==> config.mk <==
export PLATFORM = sky130hd
export DESIGN_NAME = lcd_refresh_seq
export DESIGN_NICKNAME = d
export VERILOG_FILES = /design/src/rtl/lcd_refresh_seq.sv
export SDC_FILE = /design/constraint.sdc
export NUM_CORES = 1
export LEC_CHECK = 0
export ABC_AREA = 1
export CAP_MARGIN = 15
export CORE_MARGIN = 2
export CORE_UTILIZATION = 45
export DETAILED_ROUTE_END_ITERATION = 10
export PLACE_DENSITY = 0.84
export SLEW_MARGIN = 40
export SYNTH_ARGS = -nofsm -noshare
export SYNTH_HDL_FRONTEND = slang
export SYNTH_SLANG_ARGS = --single-unit
==> constraint.sdc <==
create_clock -name i_sysclk -period 1.4 [get_ports i_sysclk]
set_input_delay 0.28 -clock i_sysclk [delete_from_list [all_inputs] [get_ports i_sysclk]]
set_output_delay 0.28 -clock i_sysclk [all_outputs]
set_load 0.01 [all_outputs]
==> src/rtl/lcd_refresh_seq.sv <==
// lcd_refresh_seq
//   Frame-refresh sequencer for the EADOGS102N-6 LCD. Walks the frame-buffer
//   RAM page by page and presents, per page, the page-address command, the
//   two column-address commands and then every column byte of that page to
//   the SPI byte engine over a valid/ready handshake.
//
// Ports
//   i_sysclk    system clock
//   i_sysrst    asynchronous active-high reset
//   i_start     one-cycle frame start pulse (ignored while busy)
//   i_abort     level; stops the refresh at the next byte boundary
//   o_busy      refresh in progress
//   o_done      one-cycle pulse after the last byte of a complete frame
//   o_fb_rd     frame-buffer read strobe
//   o_fb_addr   frame-buffer address (page*C_COLS + col)
//   i_fb_data   frame-buffer read data, one cycle after o_fb_rd
//   o_tx_valid  byte valid toward the SPI engine
//   o_tx_byte   byte to transmit
//   o_tx_cd     0 = command, 1 = display data
//   i_tx_ready  SPI engine accepts the byte when high together with o_tx_valid
module lcd_refresh_seq #(
    parameter int C_PAGES      = 8,
    parameter int C_COLS       = 102,
    parameter int C_COL_OFFSET = 0
) (
    input  logic       i_sysclk,
    input  logic       i_sysrst,
    input  logic       i_start,
    input  logic       i_abort,
    output logic       o_busy,
    output logic       o_done,
    output logic       o_fb_rd,
    output logic [9:0] o_fb_addr,
    input  logic [7:0] i_fb_data,
    output logic       o_tx_valid,
    output logic [7:0] o_tx_byte,
    output logic       o_tx_cd,
    input  logic       i_tx_ready
);

    localparam int CW = (C_COLS  > 1) ? $clog2(C_COLS)  : 1;
    localparam int PW = (C_PAGES > 1) ? $clog2(C_PAGES) : 1;

    localparam logic [CW-1:0] COL_LAST  = CW'(C_COLS - 1);
    localparam logic [PW-1:0] PAGE_LAST = PW'(C_PAGES - 1);
    localparam logic [7:0]    OFF8      = 8'(C_COL_OFFSET);
    localparam logic [7:0]    COLH_BYTE = 8'h10 | {4'h0, OFF8[7:4]};
    localparam logic [7:0]    COLL_BYTE = {4'h0, OFF8[3:0]};

    typedef enum logic [2:0] {
        IDLE,
        CMD_PAGE,
        CMD_COLH,
        CMD_COLL,
        FETCH,
        LATCH,
        DATA,
        DONE
    } state_t;

    state_t        state_q, state_d;
    logic [PW-1:0] page_q, page_d;
    logic [CW-1:0] col_q, col_d;
    logic          busy_q, busy_d;
    logic          done_q, done_d;
    logic          fb_rd_q, fb_rd_d;
    logic [9:0]    fb_addr_q, fb_addr_d;
    logic          tx_valid_q, tx_valid_d;
    logic [7:0]    tx_byte_q, tx_byte_d;
    logic          tx_cd_q, tx_cd_d;

    logic          hs;
    logic          abort_now;

    assign hs = tx_valid_q & i_tx_ready;

    function automatic logic [7:0] page_cmd(input logic [PW-1:0] p);
        logic [3:0] nib;
        nib = 4'(p);
        return 8'hB0 | {4'h0, nib};
    endfunction

    // Outputs are registered, so every handshake preloads the byte of the
    // state being entered; otherwise a held-high ready would accept the old
    // byte twice.
    always_comb begin
        state_d    = state_q;
        page_d     = page_q;
        col_d      = col_q;
        busy_d     = busy_q;
        done_d     = 1'b0;
        fb_rd_d    = 1'b0;
        fb_addr_d  = fb_addr_q;
        tx_valid_d = tx_valid_q;
        tx_byte_d  = tx_byte_q;
        tx_cd_d    = tx_cd_q;
        abort_now  = 1'b0;

        case (state_q)
            IDLE: begin
                busy_d     = 1'b0;
                tx_valid_d = 1'b0;
                if (i_start) begin
                    page_d    = '0;
                    col_d     = '0;
                    fb_addr_d = '0;
                    state_d   = CMD_PAGE;
                end
            end
            CMD_PAGE: begin
                busy_d     = 1'b1;
                tx_valid_d = 1'b1;
                tx_cd_d    = 1'b0;
                if (hs) begin
                    abort_now = i_abort;
                    tx_byte_d = COLH_BYTE;
                    state_d   = CMD_COLH;
                end else begin
                    // first entry from IDLE arrives with valid still low
                    tx_byte_d = page_cmd(page_q);
                end
            end
            CMD_COLH: begin
                if (hs) begin
                    abort_now = i_abort;
                    tx_byte_d = COLL_BYTE;
                    state_d   = CMD_COLL;
                end
            end
            CMD_COLL: begin
                if (hs) begin
                    abort_now  = i_abort;
                    tx_valid_d = 1'b0;
                    fb_rd_d    = 1'b1;
                    state_d    = FETCH;
                end
            end
            FETCH: begin
                abort_now = i_abort;
                state_d   = LATCH;
            end
            LATCH: begin
                abort_now  = i_abort;
                tx_byte_d  = i_fb_data;
                tx_cd_d    = 1'b1;
                tx_valid_d = 1'b1;
                state_d    = DATA;
            end
            DATA: begin
                if (hs) begin
                    abort_now = i_abort;
                    if (col_q < COL_LAST) begin
                        col_d      = col_q + CW'(1);
                        fb_addr_d  = fb_addr_q + 10'd1;
                        tx_valid_d = 1'b0;
                        fb_rd_d    = 1'b1;
                        state_d    = FETCH;
                    end else if (page_q < PAGE_LAST) begin
                        // page*C_COLS + C_COLS equals the next page's base
                        col_d      = '0;
                        page_d     = page_q + PW'(1);
                        fb_addr_d  = fb_addr_q + 10'd1;
                        tx_valid_d = 1'b1;
                        tx_cd_d    = 1'b0;
                        tx_byte_d  = page_cmd(page_q + PW'(1));
                        state_d    = CMD_PAGE;
                    end else begin
                        tx_valid_d = 1'b0;
                        done_d     = 1'b1;
                        state_d    = DONE;
                    end
                end
            end
            DONE: begin
                busy_d  = 1'b0;
                state_d = IDLE;
            end
            default: begin
                state_d = IDLE;
            end
        endcase

        if (abort_now) begin
            state_d    = IDLE;
            page_d     = '0;
            col_d      = '0;
            busy_d     = 1'b0;
            done_d     = 1'b0;
            fb_rd_d    = 1'b0;
            tx_valid_d = 1'b0;
        end
    end

    always_ff @(posedge i_sysclk or posedge i_sysrst) begin
        if (i_sysrst) begin
            state_q    <= IDLE;
            page_q     <= '0;
            col_q      <= '0;
            busy_q     <= 1'b0;
            done_q     <= 1'b0;
            fb_rd_q    <= 1'b0;
            fb_addr_q  <= '0;
            tx_valid_q <= 1'b0;
            tx_byte_q  <= '0;
            tx_cd_q    <= 1'b0;
        end else begin
            state_q    <= state_d;
            page_q     <= page_d;
            col_q      <= col_d;
            busy_q     <= busy_d;
            done_q     <= done_d;
            fb_rd_q    <= fb_rd_d;
            fb_addr_q  <= fb_addr_d;
            tx_valid_q <= tx_valid_d;
            tx_byte_q  <= tx_byte_d;
            tx_cd_q    <= tx_cd_d;
        end
    end

    assign o_busy     = busy_q;
    assign o_done     = done_q;
    assign o_fb_rd    = fb_rd_q;
    assign o_fb_addr  = fb_addr_q;
    assign o_tx_valid = tx_valid_q;
    assign o_tx_byte  = tx_byte_q;
    assign o_tx_cd    = tx_cd_q;

endmodule

==> results.md <==
- Data required, critical path: 1.59 ns
- CP max stage delay: 0.48 ns
- Share of cells above drive strength 1: 33.0%
- Initial core utilization: 46.9%
- Critical path type: reg -> reg
- Total Power: roughly 5.8 mW
- Vias per Instance: 5.54
- Die Span X: 74.4 um
- Outcome: finished with violations
- Unique masters post-synth: 28
- Clock Tree Buf Depth: 2
- Pre-antenna DRT Iters: 5
- Cells after synthesis: 322
- PnR worst setup slack: -0.210 ns
- Die area: between 5000 and 6000 um^2
- Adder-Cell Fraction of Synth Area: 1.68%
- Net Switching: 2.49 mW
- Layout area overhead: 56.8%
- Worst skew pair latency: ~0.3 ns
- Gr usage total: between 20 and 30%
- Drt wl/cell: 15.1 um
- Post-synth net total: approximately 340
- Reg-to-reg startpoint: state_q[2]
- Post-synthesis xor/xnor area fraction: ~1.6%
- Synth Area in Compound Gates: 5.16%
- Internal power: between 3 and 4 mW
- Logic depth of the worst register-to-register path: 10
- Busiest grt layer: met2
- N_diodes: 0
- TNS Setup: -3.87 ns
- Initial antenna violation count: 0
- Failing checks: negative setup slack
- Post-Route WL: 7380 um
- Asr flop ratio synth: 100%
- EDFF count, synth: 0
- Number of H-tree levels: 2
- Max-capacitance violation count: 0
- Reg2reg setup slack: -0.21 ns
- Fillers: 320
- Clock network power share: 16.5%
- CTS tree: yes
- First-pass GRT wire length: 11,700 um
- Worst-path clk slew: 0.08 ns
- Slew HR: approximately four fifths
- DR vias: 2,704
- RSZ-0062 raised after global routing: yes
- Simple-Gate Fraction of Synth Area: between 40% and 50%
- Seq pwr share: between 20% and 30%
- Combinational fraction of design power: 59.4%
- Tightest Pin Transition: 0.304 ns
- Fin. max-slew vios: 0
- PortBufs: 35
- Mapped Avg Cell Area: 6.93 um^2
- Synthesized cell area: about 2200 um^2
- Cell row count: 25
- Vias in the first global route: 2,532
- Critical path peak fanout: 5
- Ys flop type: dfrtp_1
- DRC: 0
- CP endpoint kind: flip-flop
- Crit-path cells: nor2_4, nand2_4, nand2_4, buf_4, buf_4, inv_1, nor2_2, nand3_2, nand3_2, nand2_1
- Clock skew: 0.00782 ns
- Switching share of power: 43.0%
- Max Fclk: 0.621 GHz
- Setup Viol. Count Final: 32
- Initial DRC count: 237
- Worst path bufs/invs: 3
- Share of the yosys chip area belonging to registers: around 40%
- Worst vdd ir: 0.733 mV
- Met1 usage: 34.6%
- Period utilisation layout: 115%
- Gpl congestion: 0.926
- Worst path top cell family by delay: simple AND/OR/NAND/NOR gates
- Most frequent cells in the layout: nand2_1 (98), buf_4 (48), dfrtp_1 (31)
- Yosys warnings: 0
- Global routing usage on met2: 45.1%
- Most common cell after layout, fill and taps aside: nand2_1
- #FFs+latches synth: 36
- Final #Nets: 436
- TritonCTS Buffers: 5
- Total grt overflow: 0
- CTS Root Cell: clkbuf_8
- CTS Sinks: 36
- Final design utilization: approximately three quarters
- Post-DP HPWL: 4300 um
- Worst EP arrival: 1.80 ns
- CP max stage cell: dfrtp_2
- Met3 Usage GRT: 6.23%
- Reg2reg end: page_q[1]
- Worst min-delay path class: in -> async
- Core ar.: 4750 um^2
- Largest net degree at the start of global routing: 37
- Hold_buf cts: 0
- Die extent in y: 74.4 um
- Multiplexer share of the synthesized area: 0%
- CP Launch Type: flip-flop
- Main combinational cell family by area after synthesis: simple AND/OR/NAND/NOR gates
- Final ANT Viol Nets: 0
- Post-layout min period: 1.61 ns
- P_leak: 1.85 nW
- Pwr Density: 1650 nW/um^2
- Final Hold Viols: 0
- Ports: 36
## power by group through the flow
stage / combinational [mW] / sequential [mW] / clock (mW)
after floorplan: 1.38 / 1.39 / 0
after global placement: 2.36 / 1.38 / 0
after detailed placement: 2.42 / 1.38 / 0
after CTS: 3.07 / 1.38 / 0.943
after global routing: 3.71 / 1.41 / 0.990
final: 3.44 / 1.40 / 0.953
## worst max-delay path by stage
| stage | from | end | slack (ns) | cells past startpoint |
|---|---|---|---|---|
| 6_report | state_q[2] | page_q[1] | -0.21 | 10 |
| 3_5_place_dp | i_tx_ready | page_q[0] | -0.37 | 8 |
| 2_1_floorplan | col_q[0] | o_tx_cd | -0.003 | 8 |
| 4_1_cts | state_q[0] | col_q[6] | -0.11 | 9 |
| 5_1_grt | state_q[2] | page_q[1] | -0.28 | 10 |
| 3_3_place_gp | i_tx_ready | page_q[1] | -0.34 | 8 |
## sequential cells by signal, summed over array words and instances (netlist names)
signal	flops
col_q	7
o_busy	1
o_done	1
o_fb_addr	10
o_fb_rd	1
o_tx_byte	8
o_tx_cd	1
o_tx_valid	1
page_q	3
state_q	3
## metal layers
metal	vias to the layer above	part of all wire [%]
met5	-	0
met4	0	4.2
li1	1239	-
met3	36	6.9
met2	142	48
met1	1287	41
## cell type report
class                           count  area, um^2  area share (%)
Inverter                           33         140            4.00
Multi-Input combinational cell    244        1380            39.4
Tap cell                           67        83.8            2.40
Clock inverter                      3        42.5            1.22
Sequential cell                    36         907            25.9
Timing Repair inverter              1        7.51           0.215
Timing Repair Buffer               99         871            24.9
Clock buffer                        5        68.8            1.97
## per-stage QoR
stage / setup slack [ns] / cell area (um^2) / instances / hold WS (ns)
finish: -0.210 / 3500 / 488 / 0.317
global route: -0.278 / 3500 / 488 / 0.351
CTS: -0.107 / 3370 / 487 / 0.339
detailed placement: -0.367 / 2990 / 463 / 0.457
global placement: -0.344 / 2990 / 463 / 0.454
floorplan: -0.00307 / 2270 / 322 / 0.397
## logic make-up after synthesis
| group | Yosys count |
|---|---|
| compound gates | 19 |
| fa+ha+maj | 3 |
| flops | 36 |
| xor+xnor | 4 |
| buf+inv | 42 |
| simple gates | 218 |
## worst register-to-register path, stage by stage, from the launching register on
cell     delay, ns
dfrtp_2       0.48
nor2_4        0.19
nand2_4       0.09
nand2_4       0.08
buf_4         0.11
buf_4         0.11
inv_1         0.05
nor2_2        0.12
nand3_2       0.12
nand3_2       0.08
nand2_1       0.08
## cells in the mapped netlist, drive strengths merged, types with 3 or more instances
cell	n	area [um^2]
nand2	120	450
nand3	39	200
dfrtp	36	901
nor2	34	133
inv	33	124
nand4	18	113
o21ai	10	50.0
buf	7	65.1
a21oi	5	36.3
nor3	4	20.0
ha	3	37.5
xor2	3	26.3
## repair_timing
| item | 4_1_cts | 5_1_grt |
|---|---|---|
| setup endpoints to repair | 55 | 35 |
| cloned | 2 | 0 |
| resized for setup | 77 | 34 |
| setup buffers | 15 | 1 |
| pin swaps | 25 | 15 |
(Power assumes the default switching activity.)
